### src/rtl/mat_vec_sequencer.sv
// Matrix-vector sequencer: sweeps the matrix store row by row, accumulates y = A*x (or A^T*x)
// in fixed point and streams each element out on a valid/ready port. Macro SATURATE_EN selects saturating accumulate.
module mat_vec_sequencer #(
    parameter int FRAC_BITS = 16,
    parameter int DIM_W     = 8
) (
    input  logic             clk,
    input  logic             reset,
    input  logic             start,
    input  logic [DIM_W-1:0] m_dim,
    input  logic [DIM_W-1:0] n_dim,
    input  logic             transpose,
    output logic             mat_read,
    output logic [DIM_W-1:0] mat_m_addr,
    output logic [DIM_W-1:0] mat_n_addr,
    output logic             mat_tr,
    input  logic [31:0]      mat_data,
    output logic [DIM_W-1:0] vec_addr,
    input  logic [31:0]      vec_data,
    output logic             y_valid,
    input  logic             y_ready,
    output logic [DIM_W-1:0] y_addr,
    output logic [31:0]      y_data,
    output logic             busy,
    output logic             done
);

    // state | meaning
    // IDLE  | waiting for start
    // ISSUE | one store/vector read per cycle across the current row
    // DRAIN | last product of the row is accumulated
    // OUT   | result element presented until accepted
    // EMPTY | zero-sized run, one filler cycle before DONE
    // DONE  | one-cycle done pulse
    typedef enum logic [2:0] {IDLE, ISSUE, DRAIN, OUT, EMPTY, DONE} state_t;

    state_t state, next;

    logic [DIM_W-1:0] r_len, c_len, r, c;
    logic             tr;
    logic             rd_d, first_d;
    logic [31:0]      acc, term, sum;
    logic signed [63:0] prod;

    always_ff @(posedge clk or posedge reset) begin
        if (reset) state <= IDLE;
        else       state <= next;
    end

    always_comb begin
        next = state;
        case (state)
            IDLE:  if (start) next = (m_dim == '0 || n_dim == '0) ? EMPTY : ISSUE;
            ISSUE: if (c == c_len - 1'b1) next = DRAIN;
            DRAIN: next = OUT;
            OUT:   if (y_ready) next = (r == r_len - 1'b1) ? DONE : ISSUE;
            EMPTY: next = DONE;
            DONE:  next = IDLE;
            default: next = IDLE;
        endcase
    end

    assign prod = $signed(mat_data) * $signed(vec_data);
    assign term = 32'(prod >>> FRAC_BITS);

`ifdef SATURATE_EN
    logic [31:0] sum_raw;
    logic        ovf;
    assign sum_raw = acc + term;
    assign ovf     = (acc[31] == term[31]) && (sum_raw[31] != acc[31]);
    assign sum     = ovf ? (acc[31] ? 32'h8000_0000 : 32'h7FFF_FFFF) : sum_raw;
`else
    assign sum = acc + term;
`endif

    always_ff @(posedge clk or posedge reset) begin
        if (reset) begin
            r_len   <= '0;
            c_len   <= '0;
            r       <= '0;
            c       <= '0;
            tr      <= 1'b0;
            rd_d    <= 1'b0;
            first_d <= 1'b0;
            acc     <= '0;
        end else begin
            rd_d    <= (state == ISSUE);
            first_d <= (state == ISSUE) && (c == '0);
            if (state == IDLE && start) begin
                r_len <= transpose ? n_dim : m_dim;
                c_len <= transpose ? m_dim : n_dim;
                tr    <= transpose;
                r     <= '0;
                c     <= '0;
            end
            if (state == ISSUE)
                c <= (c == c_len - 1'b1) ? '0 : c + 1'b1;
            if (state == OUT && y_ready)
                r <= (r == r_len - 1'b1) ? '0 : r + 1'b1;
            // Data returns one cycle after its read; the row's first term overwrites acc.
            if (rd_d)
                acc <= first_d ? term : sum;
            else if (state == OUT && y_ready)
                acc <= '0;
        end
    end

    assign mat_read   = (state == ISSUE);
    assign mat_m_addr = r;
    assign mat_n_addr = c;
    assign vec_addr   = c;
    assign mat_tr     = tr;
    assign y_valid    = (state == OUT);
    assign y_addr     = y_valid ? r : '0;
    assign y_data     = y_valid ? acc : '0;
    assign busy       = (state == ISSUE) || (state == DRAIN) || (state == OUT) || (state == EMPTY);
    assign done       = (state == DONE);

endmodule

### config.mk
export PLATFORM = sky130hd
export DESIGN_NAME = mat_vec_sequencer
export DESIGN_NICKNAME = d
export VERILOG_FILES = /design/src/rtl/mat_vec_sequencer.sv
export SDC_FILE = /design/constraint.sdc
export NUM_CORES = 2
export LEC_CHECK = 0
export CAP_MARGIN = 0
export CORE_UTILIZATION = 30
export CTS_CLUSTER_DIAMETER = 200
export DETAILED_ROUTE_END_ITERATION = 12
export SETUP_SLACK_MARGIN = 0.05
export SLEW_MARGIN = 25
export SYNTH_ARGS = -nofsm -noshare
export SYNTH_HDL_FRONTEND = slang
export SYNTH_SLANG_ARGS = --single-unit
### constraint.sdc
create_clock -name clk -period 3.25 [get_ports clk]
set_input_delay 0.325 -clock clk [delete_from_list [all_inputs] [get_ports clk]]
set_output_delay 0.325 -clock clk [all_outputs]
set_load 0.01 [all_outputs]
==> flow_summary.toml <==
[outcome]
status = "complete, but fails checks"
violations = "setup timing"

[critical_path]
cp_slowest_stage_delay_ns = 0.64
start_kind = "primary input"
slowest_stage = "fa_2"
crit_arrival_ns = 8.71
cp_max_fo = 8
worst-path-stages = 36
rr_worst_depth = 12
path_class = "in2reg"
cp_top_family = "adder cells"
worst-path-buf-inv = 10
worstSetupEndpointType = "register"
timing.critical_path.mode_cell = "fa_1"
crit_required_ns = 3.48

[floorplanning]
rows = 123
core-area_um2 = 113000
start_util_pct = 30.4
dieHeight_um = 341
die_area_um2 = 116000
fp.dieW_um = 341
ioPinCount = 154

[clock_tree]
cts_root_buffer = "clkbuf_16"
cts_buffer_depth = 2
htreeDepth = 3
cts_hold_buf = 0
numCtsBuffers = 9
clock-sinks = 70
worstSkewPairLatency_ns = 0.35
clk_pin_slew_worst_paths_ns = 0.06
cts_tree = "done"

[detailed_routing]
num_vias = 26782
drtPass1Iterations = 5
drt_iter0_markers = 1360
wl_um = 103000
drt_drc_violations_left = 0
viasPerCell = 4.62
antenna_left = 0
wl_per_cell_um = 17.8

[global_routing]
antenna_found_initial = 4
grt_use_total_pct = 18.0
grt_max_degree = 34
grt_pass1_vias = 29104
overflow = 0
grt_pass1_wl_um = 164000

[timing]
rsz0062_at_grt = "true"
finalSetupViolCount = 32
relSlewSlack_pct = 35.2
period_share_pct = 261
skew_ns = 0.0174
layout_setup_ws_ns = -5.23
timing.fmax_mhz = 118
fin_crit_ns = 8.48
slew_viol_final = 0
tightest_slew_ns = 0.969
hold_violations = 0

[min_path]
hold_class = "in2async"

[placed_design]
dpl.hpwl_um = 83000
gp_congestion = 0.845
pre_cts_ws_ns = -6.09
port_buffers = 153
post-place-cells = 5644

[yosys]
synth_top_area_cell = "fa_1"
synth_edf_count = 0
synthFlopType = "dfrtp_1"
synthArstFlopShare_pct = 100
synth.top_cell.area_share_pct = 48.9
ys_top_cells_by_area = "fa_1 49%, and2_1 9.9%, inv_1 8.9%"
syn_area_per_cell_um2 = 9.15
ys_warn_count = 0
ys_seq_area_share_pct = 5.09
syn_nets = 4880
yosysMostFrequentCell = "fa_1"
ys_types = 78
syn_inst = 3756
synth-seq-cells = 70
synthesis.area_um2 = 34400
synth_common_cells = "839 x fa_1, 816 x inv_1, 542 x and2_1"

[layout]
stdcell_count = 5799
fill_cells = 11076
fin_nets = 5416
fin_util_pct = 39.9
drive_above_1_share_pct = 23.3
area_growth_pct = 31.2

[run]
cap_violations = 0
[sequential cells by signal, indices dropped and copies added, names as in the netlist]
name,flops
c_len,8
r_len,8
mat_n_addr,8
mat_m_addr,8
state,3
first_d,1
rd_d,1
mat_tr,1
acc,32
[worst register-to-register path: cells and delay by family, from the launching register on]
kind	cells	cell delay, ns
compound gates	8	1.45
fa+ha+maj	1	0.45
buf+inv	1	0.15
flops	1	0.42
mux	1	0.15
simple gates	1	0.14
[through the flow]
stage          hold WS (ns)  setup TNS [ns]  cell area (um2)
2_1_floorplan         0.466         -138.30            34700
3_3_place_gp          0.495         -176.89            41200
3_5_place_dp          0.501         -178.27            41200
4_1_cts               0.476         -151.20            43900
5_1_grt               0.523         -158.22            45100
6_report              0.438         -149.73            45100
[layer usage]
layer | GRT usage, % | vias to the layer above | share of wire [%]
li1 | - | 12103 | -
met1 | 23.4 | 13974 | 42
met2 | 31.3 | 573 | 51
met3 | 2.52 | 132 | 4.5
met4 | 4.75 | 0 | 2.6
met5 | 0 | - | 0
[path summary, 6_finish.rpt]
check	slack, ns	start	to
min in group clk	0.51	mat_tr	mat_tr
setup / recovery	-5.23	vec_data[7]	acc[31]
max in group asynchronous	2.00	reset	acc[15]
hold reg to reg	0.51	mat_tr	mat_tr
hold / removal	0.44	reset	mat_n_addr[2]
setup reg to reg	0.36	acc[1]	acc[30]
[kinds of logic after synthesis]
group | count (synthesis) | share of synthesized area [%]
simple gates | 1211 | 18.2
xor+xnor | 127 | 3.28
compound gates | 264 | 5.27
buf+inv | 1019 | 11.2
flops | 70 | 5.09
fa+ha+maj | 1039 | 56.1
mux | 26 | 0.764
[placed cells by master, fill, tap and decap left out, types with 27 or more instances in the layout]
| cell | instances |
|---|---|
| fa_1 | 776 |
| inv_1 | 767 |
| and2_1 | 490 |
| nand2_1 | 453 |
| buf_4 | 399 |
| ha_1 | 145 |
| clkdlybuf4s50_1 | 93 |
| buf_6 | 84 |
| xnor2_1 | 74 |
| dfrtp_1 | 70 |
| fa_2 | 63 |
| buf_12 | 63 |
| nor2_1 | 59 |
| and2_4 | 52 |
| ha_4 | 50 |
| inv_2 | 49 |
| a21oi_1 | 42 |
| o21ai_0 | 31 |
| a21oi_2 | 30 |
| xor2_1 | 30 |
| o21ai_1 | 27 |
[timing repair]
| item | in CTS | in global routing |
|---|---|---|
| pin swaps | 213 | 225 |
| cloned | 19 | 7 |
| buffers inserted | 93 | 49 |
| setup endpoints to repair | 32 | 32 |
| gates resized for setup | 445 | 276 |
[final cells by class]
cell class	instances	area [um2]	share of cell area, %
clock inverter	7	121	0.269
sequential	70	1750	3.88
timing repair buffer	727	7490	16.6
inverter	817	3070	6.80
antenna	2	5.00	0.0111
tap	1500	1880	4.16
multi-input combinational	2667	30600	67.8
clock buffer	9	225	0.499
Power is not shown: default switching activity piles up to over one toggle a cycle in this logic, so the estimate is an artifact.
